$ cat config.mk
export PLATFORM = sky130hd
export DESIGN_NAME = led_blink_arbiter_flat
export DESIGN_NICKNAME = d
export VERILOG_FILES = /design/src/rtl/led_blink_arbiter_pkg.sv /design/src/rtl/led_blink_arbiter_if.sv /design/src/rtl/led_blink_arbiter_btn_debounce.sv /design/src/rtl/led_blink_arbiter.sv /design/src/flat_wrapper.sv
export SDC_FILE = /design/constraint.sdc
export NUM_CORES = 1
export LEC_CHECK = 0
export ABC_AREA = 1
export BUFFER_PORTS_ARGS = -buffer_cell sky130_fd_sc_hd__buf_4
export CAP_MARGIN = 20
export CORE_MARGIN = 2
export CORE_UTILIZATION = 60
export DETAILED_ROUTE_END_ITERATION = 8
export GPL_ROUTABILITY_DRIVEN = 1
export PLACE_DENSITY_LB_ADDON = 0.3
export SLEW_MARGIN = 20
export SYNTH_ARGS = -nofsm -noshare
export SYNTH_HDL_FRONTEND = slang
export SYNTH_SLANG_ARGS = --single-unit
$ cat constraint.sdc
create_clock -name clk -period 4.7 [get_ports clk]
set_clock_uncertainty 0.1 [all_clocks]
set_input_delay 1.175 -clock clk [delete_from_list [all_inputs] [get_ports clk]]
set_output_delay 1.175 -clock clk [all_outputs]
set_load 0.02 [all_outputs]
$ cat src/rtl/led_blink_arbiter_pkg.sv
// Shared types and constants for the two-button LED blink arbiter.
package led_arb_pkg;

    typedef enum logic [1:0] {
        IDLE,
        ON,
        OFF,
        GAP
    } state_t;

    localparam int NUM_CH = 2;

    localparam logic [1:0] BLINKS_CH0 = 2'd1;
    localparam logic [1:0] BLINKS_CH1 = 2'd2;

    function automatic logic [1:0] blink_count(input logic ch);
        return ch ? BLINKS_CH1 : BLINKS_CH0;
    endfunction

endpackage

$ cat src/rtl/led_blink_arbiter_if.sv
// Button inputs and LED/status outputs of the blink arbiter, bundled as one port.
interface led_blink_arbiter_if;

    logic       io_cond0;
    logic       io_cond1;
    logic       io_flag;
    logic       io_busy;
    logic [1:0] io_grant;

    modport master (
        output io_cond0,
        output io_cond1,
        input  io_flag,
        input  io_busy,
        input  io_grant
    );

    modport slave (
        input  io_cond0,
        input  io_cond1,
        output io_flag,
        output io_busy,
        output io_grant
    );

endinterface

$ cat src/rtl/led_blink_arbiter_btn_debounce.sv
// One button channel: 2-FF synchroniser, polarity normalisation, debounce and a
// one-cycle press pulse on the released->pressed transition.
module btn_debounce #(
    parameter int DEBOUNCE_CYCLES = 250000,
    parameter bit BTN_ACTIVE_LOW  = 1'b1
) (
    input  logic clk,
    input  logic reset,
    input  logic raw,
    output logic press_evt
);

    localparam int   CW       = $clog2(DEBOUNCE_CYCLES + 1);
    localparam logic RELEASED = BTN_ACTIVE_LOW;

    logic          sync1;
    logic          sync2;
    logic          pressed;
    logic          stable;
    logic          stable_q;
    logic [CW-1:0] cnt;

    assign pressed = sync2 ^ BTN_ACTIVE_LOW;

    // The counter only runs while the synced level disagrees with the debounced one
    always_ff @(posedge clk) begin
        if (reset) begin
            sync1     <= RELEASED;
            sync2     <= RELEASED;
            stable    <= 1'b0;
            stable_q  <= 1'b0;
            cnt       <= '0;
            press_evt <= 1'b0;
        end else begin
            sync1     <= raw;
            sync2     <= sync1;
            stable_q  <= stable;
            press_evt <= stable & ~stable_q;
            if (pressed == stable) begin
                cnt <= '0;
            end else if (cnt == CW'(DEBOUNCE_CYCLES - 1)) begin
                stable <= pressed;
                cnt    <= '0;
            end else begin
                cnt <= cnt + CW'(1);
            end
        end
    end

endmodule

$ cat src/rtl/led_blink_arbiter.sv
// Round-robin sharing of one LED between two buttons; ch0 blinks once, ch1 twice.
// Define LED_ARB_PEND_CNT_EN to queue up to PEND_MAX presses per channel.
module led_blink_arbiter
    import led_arb_pkg::*;
#(
    parameter int DEBOUNCE_CYCLES = 250000,
    parameter int BLINK_CYCLES    = 6250000,
    parameter int GAP_CYCLES      = 12500000,
    parameter bit BTN_ACTIVE_LOW  = 1'b1,
    parameter int PEND_MAX        = 3
) (
    input  logic               clk,
    input  logic               reset,
    led_blink_arbiter_if.slave io
);

    localparam int MAX_PHASE = (BLINK_CYCLES > GAP_CYCLES) ? BLINK_CYCLES : GAP_CYCLES;
    localparam int TW        = $clog2(MAX_PHASE + 1);
    localparam int PEND_W    = $clog2(PEND_MAX + 1);

    // The single-bit mode is the same counter saturating at 1
`ifdef LED_ARB_PEND_CNT_EN
    localparam int PEND_LIMIT = PEND_MAX;
`else
    localparam int PEND_LIMIT = 1;
`endif

    state_t                         state;
    logic [TW-1:0]                  timer;
    logic [1:0]                     blinks;
    logic                           rr;
    logic [NUM_CH-1:0]              press;
    logic [NUM_CH-1:0][PEND_W-1:0]  pend;
    logic [NUM_CH-1:0][PEND_W-1:0]  pend_next;
    logic [NUM_CH-1:0]              pend_nz;
    logic                           sel;
    logic                           take;

    btn_debounce #(
        .DEBOUNCE_CYCLES(DEBOUNCE_CYCLES),
        .BTN_ACTIVE_LOW (BTN_ACTIVE_LOW)
    ) u_db0 (
        .clk      (clk),
        .reset    (reset),
        .raw      (io.io_cond0),
        .press_evt(press[0])
    );

    btn_debounce #(
        .DEBOUNCE_CYCLES(DEBOUNCE_CYCLES),
        .BTN_ACTIVE_LOW (BTN_ACTIVE_LOW)
    ) u_db1 (
        .clk      (clk),
        .reset    (reset),
        .raw      (io.io_cond1),
        .press_evt(press[1])
    );

    // Arbitration and pending bookkeeping; the grant consumes one pending entry
    always_comb begin
        pend_nz   = '0;
        pend_next = pend;
        for (int i = 0; i < NUM_CH; i++) begin
            pend_nz[i] = (pend[i] != '0);
        end
        sel  = (&pend_nz) ? rr : pend_nz[1];
        take = (state == IDLE) && (|pend_nz);
        for (int i = 0; i < NUM_CH; i++) begin
            if (take && (sel == 1'(i))) begin
                pend_next[i] = pend_next[i] - PEND_W'(1);
            end
            if (press[i] && (pend[i] < PEND_W'(PEND_LIMIT))) begin
                pend_next[i] = pend_next[i] + PEND_W'(1);
            end
        end
    end

    // Sequencer: timer is reloaded on every state entry and the phase ends at zero
    always_ff @(posedge clk) begin
        if (reset) begin
            state       <= IDLE;
            timer       <= '0;
            blinks      <= '0;
            rr          <= 1'b0;
            pend        <= '0;
            io.io_flag  <= 1'b0;
            io.io_busy  <= 1'b0;
            io.io_grant <= 2'b00;
        end else begin
            pend <= pend_next;
            case (state)
                IDLE: begin
                    if (take) begin
                        state       <= ON;
                        timer       <= TW'(BLINK_CYCLES - 1);
                        blinks      <= blink_count(sel);
                        rr          <= ~sel;
                        io.io_flag  <= 1'b1;
                        io.io_busy  <= 1'b1;
                        io.io_grant <= sel ? 2'b10 : 2'b01;
                    end
                end
                ON: begin
                    if (timer == '0) begin
                        state      <= OFF;
                        timer      <= TW'(BLINK_CYCLES - 1);
                        blinks     <= blinks - 2'd1;
                        io.io_flag <= 1'b0;
                    end else begin
                        timer <= timer - TW'(1);
                    end
                end
                OFF: begin
                    if (timer == '0) begin
                        if (blinks != '0) begin
                            state      <= ON;
                            timer      <= TW'(BLINK_CYCLES - 1);
                            io.io_flag <= 1'b1;
                        end else begin
                            state <= GAP;
                            timer <= TW'(GAP_CYCLES - 1);
                        end
                    end else begin
                        timer <= timer - TW'(1);
                    end
                end
                GAP: begin
                    if (timer == '0) begin
                        state       <= IDLE;
                        io.io_busy  <= 1'b0;
                        io.io_grant <= 2'b00;
                    end else begin
                        timer <= timer - TW'(1);
                    end
                end
                default: begin
                    state <= IDLE;
                end
            endcase
        end
    end

endmodule
$ cat src/flat_wrapper.sv
// flat-port wrapper written by rule: the top's interface ports become plain ports
module led_blink_arbiter_flat import led_arb_pkg::*;
#(
    parameter int DEBOUNCE_CYCLES = 250000,
    parameter int BLINK_CYCLES    = 6250000,
    parameter int GAP_CYCLES      = 12500000,
    parameter bit BTN_ACTIVE_LOW  = 1'b1,
    parameter int PEND_MAX        = 3
)
  (clk, reset, io_io_cond0, io_io_cond1, io_io_flag, io_io_busy, io_io_grant);
  led_blink_arbiter_if io_i ();
  input  logic clk;
  input  logic reset;
  input wire logic [$bits(io_i.io_cond0)-1:0] io_io_cond0;
  input wire logic [$bits(io_i.io_cond1)-1:0] io_io_cond1;
  output wire logic [$bits(io_i.io_flag)-1:0] io_io_flag;
  output wire logic [$bits(io_i.io_busy)-1:0] io_io_busy;
  output wire logic [$bits(io_i.io_grant)-1:0] io_io_grant;
  assign io_i.io_cond0 = io_io_cond0;
  assign io_i.io_cond1 = io_io_cond1;
  assign io_io_flag = io_i.io_flag;
  assign io_io_busy = io_i.io_busy;
  assign io_io_grant = io_i.io_grant;
  led_blink_arbiter #(.DEBOUNCE_CYCLES(DEBOUNCE_CYCLES), .BLINK_CYCLES(BLINK_CYCLES), .GAP_CYCLES(GAP_CYCLES), .BTN_ACTIVE_LOW(BTN_ACTIVE_LOW), .PEND_MAX(PEND_MAX)) u_core (.clk(clk), .reset(reset), .io(io_i));
endmodule
## Yosys cells after proc, flatten, opt, wreduce, memory -nomap -nowiden

Index checks and enable logic that the tools add are counted.
W data, S select, Z words.

- Add/sub/neg operators: 8
- Multiply operators: 0
- Div/mod/pow operators: 0
- Magnitude comparators: 2
- Equal/unequal tests: 13
- Shift-type cells: 0
- Muxes and demuxes: 28
- Bitwise operators: 9
- Reductions and logical operators: 25

Operator list:

| cell | count |
|---|---|
| $mux W24 | 5 |
| $pmux W24 S4 | 1 |
| $add A18 B1 Y18 const B | 2 |
| $eq A18 B18 Y1 const B | 2 |
| $logic_not A24 Y1 | 1 |
| $mux W2 | 12 |
| $sub A24 B1 Y24 const B | 1 |
| $ne A2 B1 Y1 const B | 5 |
| $reduce_and A2 Y1 | 5 |
| $reduce_bool A2 Y1 | 5 |
| $pmux W2 S2 | 2 |
| $pmux W2 S4 | 1 |
| $not A1 Y1 | 7 |
| $reduce_and A3 Y1 | 2 |
| $reduce_or A3 Y1 | 2 |
| $sub A2 B1 Y2 const B | 3 |
| $logic_and A1 B1 Y1 | 5 |
| $mux W1 | 5 |
| $reduce_and A5 Y1 | 1 |
| $add A2 B1 Y2 const B | 2 |
| $eq A2 B2 Y1 const B | 2 |
| $lt A2 B1 Y1 const B | 2 |
| $reduce_and A4 Y1 | 1 |
| $pmux W1 S3 | 1 |
| 8 further kinds | 10 |

- Register bits: 83
- Bits in latches: 0
- RAM bits: 0
- Bits in read-only memories: 0
- Input port bits: 4
- Output and inout port bits: 4
- Logic and storage cells: 106
- Memories: 0

## Longest topological paths before layout

Gate-level depths: netlist of run 1.

- Word-level depth: 8
- Depth in mapped cells: 12
- Mapped depth without buffers: 12

## Hierarchy

From an unflattened synthesis of run 1, not the netlist that was laid out.

- Cell total of the unflattened synthesis: 680
- Area, all modules: 4,629.4 sq um

By module, submodules not included:

| module | times used | cells each | area each (sq um) | sequential area each (sq um) |
|---|---|---|---|---|
| led_blink_arbiter | 1 | 378 | 2,497.4 | 740.7 |
| btn_debounce | 2 | 151 | 1,066.0 | 460.4 |

## Least setup slack after synthesis of run 1

Ideal clock, no wire load.

- Kind: input to register
- Start: input reset
- End: register u_core.u_db0.cnt[7]
- Library setup time: 78 ps
- Arrival time: 1,962 ps
- Required time: 4,522 ps
- Path slack: 2,560 ps
- Stages on the path: 6
- Path buffers: 1
- Path through: inv_1 o21ai_0 a21oi_1 nand2_1 buf_2 nor3_1

- Word-level cells in the longest chain between the ends: 1

RTL lines:

| element | line | source |
|---|---|---|
| from (decl) | flat_wrapper.sv:13 | `input logic reset;` |
| $reduce_or A3 Y1 (no line) | - |  |
| to (signal assigned) | led_blink_arbiter_btn_debounce.sv:45 | `cnt <= cnt + CW'(1);` |
| to (decl) | led_blink_arbiter_btn_debounce.sv:21 | `logic [CW-1:0] cnt;` |

Every way passes these cells.
A chain may end at the register's enable or synchronous reset.

## Worst setup path in the final report of run 1

- Start: input reset
- End: register u_core.u_db0.cnt[10]

Same word-level chain as after synthesis.

==> results.cfg, run 1 <==
[final_layout]
final_cell_mix = 139 x nand2_1, 104 x nor2_1, 92 x inv_1
drive_above_1_share_pct = 8.542
fillers = 655
postLayoutCoreUtil_pct = 66.62
area_growth_pct = 7.188
layout.nets = 687
final_common_cell = nand2_1
diodes = 0

[synth]
async_reset_ff_share_pct = 0
syn_area_um2 = 4508
synth_cells = 666
synth.avg_cell_area_um2 = 6.769
ys.flop_type = dfxtp_1
ys_types = 36
synth_edf_count = 0
yosys_warnings = 0
synth_seq_area_share_pct = 36.86
synth_nets = 679
ys_ff_latch = 83

[cts]
clock_sinks = 83
clockRootBuffer = clkbuf_8
clk_pin_slew_ps = 90
cts_resized = 0
cts_buffer_depth = 2
hold_buffers = 0
cts.htree.levels = 3
cts_setup_buffers = 0
clk_latency_ps = 360
cts_buffers = 9
cts_tree = yes

[sta]
tightest_slew_ps = 608.1
finalCritPeriodShare_pct = 57.70
finalMaxSlewViolations = 0
max_freq_mhz = 368.8
tns_ps = 0
rsz0062_at_grt = no
relSlewSlack_pct = 59.36
worst_slack_ps = 1988
post-route-min-period_ps = 2712
hold_viol = 0
setup_viol = 0

[die]
die_y_um = 90.68
num_io_pins = 8
die_area_um2 = 8223
fp.coreArea_um2 = 7253
num_rows = 31
die_width_um = 90.68
start_util_pct = 62.15

[placed_design]
port_buffers = 7
gp_congestion = 0.9566
pre_cts_ws_ps = 1631
place_hpwl_um = 6937

[worst_setup_path]
critPathKind = in2reg
startpoint = reset
crit_path_end_kind = register
path_max_fanout = 31
arrival_ps = 2890
critPathRequiredTime_ps = 4870
cp-start-kind = primary input
rr_startpoint = u_core.timer[0]

[drt]
drt_iter0_drc = 254
wl_per_cell_um = 12.25
drt_pass1_iterations = 5
wl_um = 9533
viasPerCell = 5.400
vias = 4201
ant_nets = 0
drc = 0

[global_routing]
antenna_found_initial = 0
grt_overflow = 0
grt_pass1_wl_um = 16680
grt.total_usage_pct = 24.19
grt_pass1_vias = 3936
grt_max_degree = 32

[power]
power_density_nw_per_um2 = 611.5
swShare_pct = 47.73
comb_power_share_pct = 50.1
power_leakage_nw = 2.050
switchingPower_w = 0.001410
p_clk_share_pct = 17.7
p_seq_share_pct = 32.2
p_int_w = 0.001545
ir_drop_uv = 265.0

[job]
cap_violations = 0

[worst_hold_path]
worstHoldStart = u_core.u_db0.stable_q
hold_class = reg2reg

[outcome]
status = complete, no violations
[final timing paths]
kind,cells past startpoint,slack (ps),endpoint
setup reg to reg,9,2570,u_core.timer[1]
hold / removal,1,290,u_core.u_db0.press_evt
hold reg to reg,1,290,u_core.u_db0.press_evt
setup / recovery,6,1990,u_core.u_db0.cnt[10]
[critical path: stages]
cell     delay [ps]
buf_4           220
inv_1           470
o21ai_0         180
a21oi_1         150
nand2_1         370
nor3b_1         300
[power by group through the flow]
stage	Clock, W	Combinational (W)	Sequential (W)
3_5_place_dp	0	0.00145	0.000963
4_1_cts	0.000538	0.00146	0.000948
6_report	0.000523	0.00148	0.000952
2_1_floorplan	0	0.00117	0.000951
3_3_place_gp	0	0.00140	0.000959
5_1_grt	0.000563	0.00167	0.000968
[synthesized netlist by cell type, types with 2 or more instances]
library cell / instances / area [um2]
a21oi_1: 41 / 205.2
a31oi_1: 2 / 12.51
buf_2: 3 / 15.01
clkbuf_1: 5 / 18.77
dfxtp_1: 83 / 1662
ha_1: 9 / 112.6
inv_1: 92 / 345.3
inv_2: 2 / 7.510
nand2_1: 139 / 521.8
nand2_2: 6 / 37.54
nand3_1: 36 / 180.2
nand3_2: 3 / 30.03
nand3b_1: 3 / 22.52
nand4_1: 21 / 131.4
nor2_1: 104 / 390.4
nor2_2: 6 / 37.54
nor2_4: 2 / 22.52
nor2_8: 2 / 40.04
nor3_1: 25 / 125.1
nor3_2: 2 / 20.02
nor3b_1: 9 / 67.56
nor4_1: 5 / 31.28
o21a_1: 2 / 15.01
o21ai_0: 21 / 105.1
o21ai_1: 8 / 40.04
or2_2: 8 / 50.05
xnor2_1: 5 / 43.79
xor2_1: 14 / 122.6
[state kept, by name, summed over array words and instances (netlist names)]
register	count
u_core.io.io_grant	2
u_core.u_db0.press_evt	1
u_core.timer	24
u_core.u_db1.sync2	1
u_core.blinks	2
u_core.u_db0.cnt	18
u_core.u_db1.press_evt	1
u_core.u_db1.stable_q	1
u_core.io.io_busy	1
u_core.u_db0.stable_q	1
u_core.u_db0.sync1	1
u_core.u_db1.cnt	18
u_core.state	2
u_core.rr	1
u_core.pend	4
u_core.u_db0.stable	1
u_core.u_db0.sync2	1
u_core.io.io_flag	1
u_core.u_db1.stable	1
u_core.u_db1.sync1	1
[cell type report]
| type | count | area, um2 | share of cell area, % |
|---|---|---|---|
| tap | 99 | 123.9 | 2.563 |
| inverter | 94 | 352.8 | 7.302 |
| clock inverter | 7 | 76.32 | 1.579 |
| sequential | 83 | 1662 | 34.39 |
| multi-input combinational | 479 | 2441 | 50.52 |
| timing repair buffer | 7 | 52.55 | 1.088 |
| clock buffer | 9 | 123.9 | 2.563 |
[logic make-up (layout without fill, tap and decap cells)]
family          Yosys count  after routing  synth area share (%)
fa+ha+maj                 9              9                 2.498
simple gates            376            376                 39.38
xor+xnor                 19             19                 3.691
compound gates           75             75                 8.576
flops                    83             83                 36.86
buf+inv                 104            117                 8.993
[through the flow]
step           power (W)  hold slack [ps]  cell area, um2  instances
6_report        0.002955            291.4            4832        778
5_1_grt         0.003200            307.7            4832        778
4_1_cts         0.002944            297.3            4832        778
3_5_place_dp    0.002409            285.3            4632        762
3_3_place_gp    0.002355            279.3            4632        762
2_1_floorplan   0.002122            273.2            4508        666
[metal layers]
metal	vias up	wire length, um	GRT usage (%)
met5	-	0	0
met4	0	265	10.51
met3	26	385	5.008
met2	117	4584	42.04
met1	1904	4299	28.75
li1	2154	-	-
No activity file was read; power rests on OpenSTA's default activity.
==> inputs of run 2 (changes only) <==
- clock period: 4.7 -> 2.62 ns (I/O delays scaled with it)
==> run 2 against run 1 <==
Compared with the run above: die area stayed put; sequential power is 80% higher; first-iteration DRC count is 25% lower; routed wire length is 1.2% lower; global-route usage is 0.60 points lower; cell count is 0.13% higher; critical path depth is 3 higher; largest power group unchanged; final area is 0.62% higher; sequential share of layout area is 0.21 points lower.
==> results.cfg, run 2 (synthesis gave the netlist of run 1 again) <==
[placed_design]
gp_congestion = 0.9443
port_buffers = 7
place_hpwl_um = 6853
pre_cts_ws_ps = 519.3

[power]
p_seq_share_pct = 31.8
p_clk_share_pct = 19.3
p_int_w = 0.002868
finalPower_w = 0.005379
power_leakage_nw = 2.064
swShare_pct = 46.68
switchingPower_w = 0.002511
ir_drop_uv = 527.3
comb_power_share_pct = 48.9
power_density_nw_per_um2 = 1106

[die]
die_area_um2 = 8223
die_width_um = 90.68
fp.coreArea_um2 = 7253
num_io_pins = 8
start_util_pct = 62.15
num_rows = 31
die_y_um = 90.68

[final_layout]
layout.nets = 688
multi_input_area_um2 = 2441
regMostFlops = u_core.timer
drive_above_1_share_pct = 8.676
seq_area_um2 = 1662
final_common_cell = nand2_1
area_growth_pct = 7.854
final_cell_mix = 139 x nand2_1, 104 x nor2_1, 92 x inv_1
diodes = 0
fillers = 627
largest_reg_flops = 24
largestRegisters = u_core.timer: 24 flops, u_core.u_db0.cnt: 18 flops, u_core.u_db1.cnt: 18 flops

[global_routing]
grt_pass1_vias = 3730
grt_pass1_wl_um = 16190
grt.total_usage_pct = 23.59
antenna_found_initial = 0
grt_max_degree = 32
grt_overflow = 0

[job]
cap_violations = 0

[drt]
viasPerCell = 5.281
wl_per_cell_um = 12.09
drc = 0
vias = 4114
drt_iter0_drc = 190
ant_nets = 0
drt_pass1_iterations = 5
wl_um = 9420

[worst_setup_path]
critPathKind = reg2reg
rr_worst_depth = 9
path_cells = inv_1, ha_1, nand3_1, nor2_4, nand4_4, nand2_4, inv_2, o21ai_0, a21oi_1
crit_slowest_cell = dfxtp_1
crit_path_end_kind = register
r2r_slack_ps = 600
cp-start-kind = register
rr_startpoint = u_core.timer[0]
path_max_fanout = 18
worstReg2RegEnd = u_core.timer[11]
critPathRequiredTime_ps = 2750
crit_path_max_incr_delay_ps = 330
arrival_ps = 2150

[cts]
cts_resized = 0
clk_pin_slew_ps = 90
hold_buffers = 0
clock_sinks = 83
cts_setup_buffers = 0
cts_buffers = 9
cts_buffer_depth = 2
cts_tree = yes
clockRootBuffer = clkbuf_8
clk_latency_ps = 350
cts.htree.levels = 3

[sta]
max_freq_mhz = 494.3
worst_slack_ps = 596.9
post-route-min-period_ps = 2023
tns_ps = 0
finalCritPeriodShare_pct = 77.22
hold_viol = 0
finalMaxSlewViolations = 0
setup_viol = 0
rsz0062_at_grt = no
tightest_slew_ps = 566.2
relSlewSlack_pct = 62.16

[worst_hold_path]
worstHoldStart = u_core.u_db0.stable_q
holdPathStages = 1
hold_class = reg2reg
holdPathEnd = u_core.u_db0.press_evt

[outcome]
status = complete, no violations
==> run 2: per-stage QoR <==
stage               hold WS, ps  utilization (%)  cells  area (um2)
finish                    292.5            67.03    779        4862
global route              305.3            67.03    779        4862
CTS                       299.0            67.03    779        4862
detailed placement        286.1            63.96    763        4639
global placement          278.7            63.96    763        4639
floorplan                 273.2                -    666        4508
==> run 2: how the worst max path moves through the flow <==
stage,slack [ps],endpoint,from,depth (start not counted)
after floorplan,930,u_core.u_db1.cnt[15],u_core.u_db1.cnt[0],9
after global placement,620,u_core.u_db0.cnt[12],reset,6
after detailed placement,520,u_core.u_db0.cnt[10],reset,6
after CTS,610,u_core.timer[11],u_core.timer[0],9
after global routing,420,u_core.timer[1],u_core.timer[0],9
final,600,u_core.timer[11],u_core.timer[0],9
==> run 2: final cells by class <==
type                            count  share of cell area (%)
Sequential cell                    83                   34.17
Clock inverter                      7                   2.033
Inverter                           94                   7.257
Tap cell                           99                   2.548
Clock buffer                        9                   2.548
Timing Repair Buffer                8                   1.235
Multi-Input combinational cell    479                   50.21
==> run 2: worst max-delay path, delay by kind of cell (launching register included) <==
family,cells,cell delay [ps]
and+or+nand+nor,4,830
DFF,1,330
AOI/OAI and AO/OA,2,200
buffers and inverters,2,240
adders and majority gates,1,210
==> run 2: layer usage <==
metal  GRT usage [%]  vias to the layer above  routed length [um]
met2           40.11                       86                4500
met1           29.26                     1845                4287
met5               0                        -                   0
met4           9.744                        0                 251
li1                -                     2160                   -
met3           4.424                       23                 381
==> run 2: power by group through the flow <==
| stage | sequential (W) | clock (W) | combinational [W] |
|---|---|---|---|
| 6_report | 0.00171 | 0.00104 | 0.00263 |
| 3_3_place_gp | 0.00172 | 0 | 0.00251 |
| 3_5_place_dp | 0.00173 | 0 | 0.00259 |
| 4_1_cts | 0.00170 | 0.00106 | 0.00261 |
| 5_1_grt | 0.00174 | 0.00112 | 0.00296 |
| 2_1_floorplan | 0.00171 | 0 | 0.00210 |
==> inputs of run 3 (changes only) <==
- ABC_AREA: 1 -> 0
- clock period: 2.62 -> 2.1 ns (I/O delays scaled with it)
==> run 3 against run 2 <==
Compared with the run above: the flow now finishes with violations (setup timing); cell count shrank 21%; largest cell class unchanged; first-iteration DRC count up 24%; sequential share of layout area barely moved; core utilization is 9.2 points higher; via count down 13%; combinational power grew 24%; die area is 11% lower; non-clock buffer count up 55.
==> results.cfg, run 3 <==
[final_layout]
layout.nets = 547
multi_input_area_um2 = 2352
seq_area_um2 = 1664
area_growth_pct = 22.06
drive_above_1_share_pct = 23.61
final_common_cell = dfxtp_1
fillers = 450
largestRegisters = u_core.timer: 24 flops, u_core.u_db0.cnt: 18 flops, u_core.u_db1.cnt: 18 flops
largest_reg_flops = 24
final_cell_mix = 81 x dfxtp_1, 74 x nor2_1, 61 x buf_4
diodes = 0
regMostFlops = u_core.timer

[power]
power_density_nw_per_um2 = 1364
finalPower_w = 0.006638
power_leakage_nw = 1.799
ir_drop_uv = 1052

[sta]
relSlewSlack_pct = 69.75
finalMaxSlewViolations = 0
holdWs_ps = 249.9
worst_slack_ps = -90.45
post-route-min-period_ps = 2190
tightest_slew_ps = 449.6
finalCritPeriodShare_pct = 104.3
max_freq_mhz = 456.5
setup_viol = 16
rsz0062_at_grt = yes
hold_viol = 0

[drt]
ant_nets = 0
drc = 0
drt_pass1_iterations = 5
vias = 3563
drt_iter0_drc = 235
viasPerCell = 5.793
wl_per_cell_um = 14.81
wl_um = 9110

[worst_setup_path]
critPathKind = reg2reg
path_buf_inv = 0
cp-start-kind = register
critical_path.top_delay_family = simple AND/OR/NAND/NOR gates
arrival_ps = 2380
crit_path_end_kind = register
crit_slowest_cell = or4_4
path_cells = or4_4, nand2b_4, or2_1, maj3_2, or3_4, o21ai_1
path_max_fanout = 7
critPathRequiredTime_ps = 2290
crit_path_max_incr_delay_ps = 530

[cts]
cts_tree = yes
cts_buffer_depth = 2
clockRootBuffer = clkbuf_8
cts.htree.levels = 3
clk_latency_ps = 360
cts_buffers = 9
clock_sinks = 83
hold_buffers = 0
clk_pin_slew_ps = 80

[die]
die_area_um2 = 7314
die_width_um = 85.52
num_rows = 29
fp.coreArea_um2 = 6386
die_y_um = 85.52
num_io_pins = 8
start_util_pct = 62.44

[placed_design]
place_hpwl_um = 6060
port_buffers = 7
gp_congestion = 0.8735

[outcome]
status = finished, violations left
violations = setup timing

[global_routing]
antenna_found_initial = 0
grt_overflow = 0
grt_pass1_vias = 3465
grt_max_degree = 25
grt_pass1_wl_um = 15030
grt.total_usage_pct = 25.19

[job]
cap_violations = 0

[synth]
synth.area.top_cells = dfxtp_1 42%, nor2_1 7.5%, xor2_1 5.5%
synth_edf_count = 0
ys_types = 49
yosys_warnings = 0
async_reset_ff_share_pct = 0
synth_cells = 479
synth.top_cell.area_share_pct = 41.67
syn_area_um2 = 3988
synth_commonest_cells = 83 x dfxtp_1, 80 x nor2_1, 26 x nand2_1
synth_most_common_cell = dfxtp_1
ys.flop_type = dfxtp_1
synth_top_cell_by_area = dfxtp_1
ys_ff_latch = 83
synth.avg_cell_area_um2 = 8.325
synth_seq_area_share_pct = 41.67
synth_nets = 492

[worst_hold_path]
hold_class = in2reg
==> run 3: final timing paths <==
path                         start                      to  slack, ps  cells past startpoint
max               u_core.timer[17]         u_core.timer[2]        -90                      6
max reg2reg       u_core.timer[17]         u_core.timer[2]        -90                      6
min reg2reg  u_core.u_db1.stable_q  u_core.u_db1.press_evt        290                      1
min                    io_io_cond0      u_core.u_db0.sync1        250                      2
==> run 3: cells by family after synthesis <==
kind of cell | synth area share [%]
simple gates | 28.96
buf+inv | 3.326
flops | 41.67
fa+ha+maj | 3.106
xor+xnor | 10.76
compound gates | 11.61
mux | 0.5648
==> run 3: repair_timing <==
item	in CTS	in global routing
cloned	0	0
gates resized for setup	15	34
setup endpoints to repair	23	36
buffers inserted	1	3
pin swaps	9	10
==> run 3: cell type report <==
type,count,area share (%)
Clock buffer,9,2.545
Clock inverter,6,1.851
Inverter,16,1.234
Multi-Input combinational cell,361,48.33
Sequential cell,83,34.19
Tap cell,77,1.979
Timing Repair Buffer,63,9.871
==> run 3: routing by layer <==
layer	share of wire (%)	up-vias	track usage [%]
met2	49	79	44.39
li1	-	1779	-
met1	44	1687	30.02
met4	2.2	0	8.514
met5	0	-	0
met3	4.2	18	6.160
==> run 3: per-stage QoR <==
stage | setup WS [ps] | instances | cell area, um2 | util, % | setup TNS [ps]
floorplan | -177.0 | 479 | 3993 | - | -1555
global placement | -55.76 | 596 | 4456 | 69.77 | -505.8
finish | -90.45 | 615 | 4867 | 76.21 | -875.7
CTS | -102.3 | 612 | 4730 | 74.06 | -698.7
detailed placement | -88.36 | 596 | 4456 | 69.77 | -1141
global route | -130.8 | 615 | 4867 | 76.21 | -2181
==> run 3: report_power, final <==
part           internal (W)  total, W  switching [W]
registers           0.00185   0.00212       0.000266
clock network      0.000667   0.00125       0.000580
logic               0.00157   0.00327        0.00170
total               0.00409   0.00664        0.00255
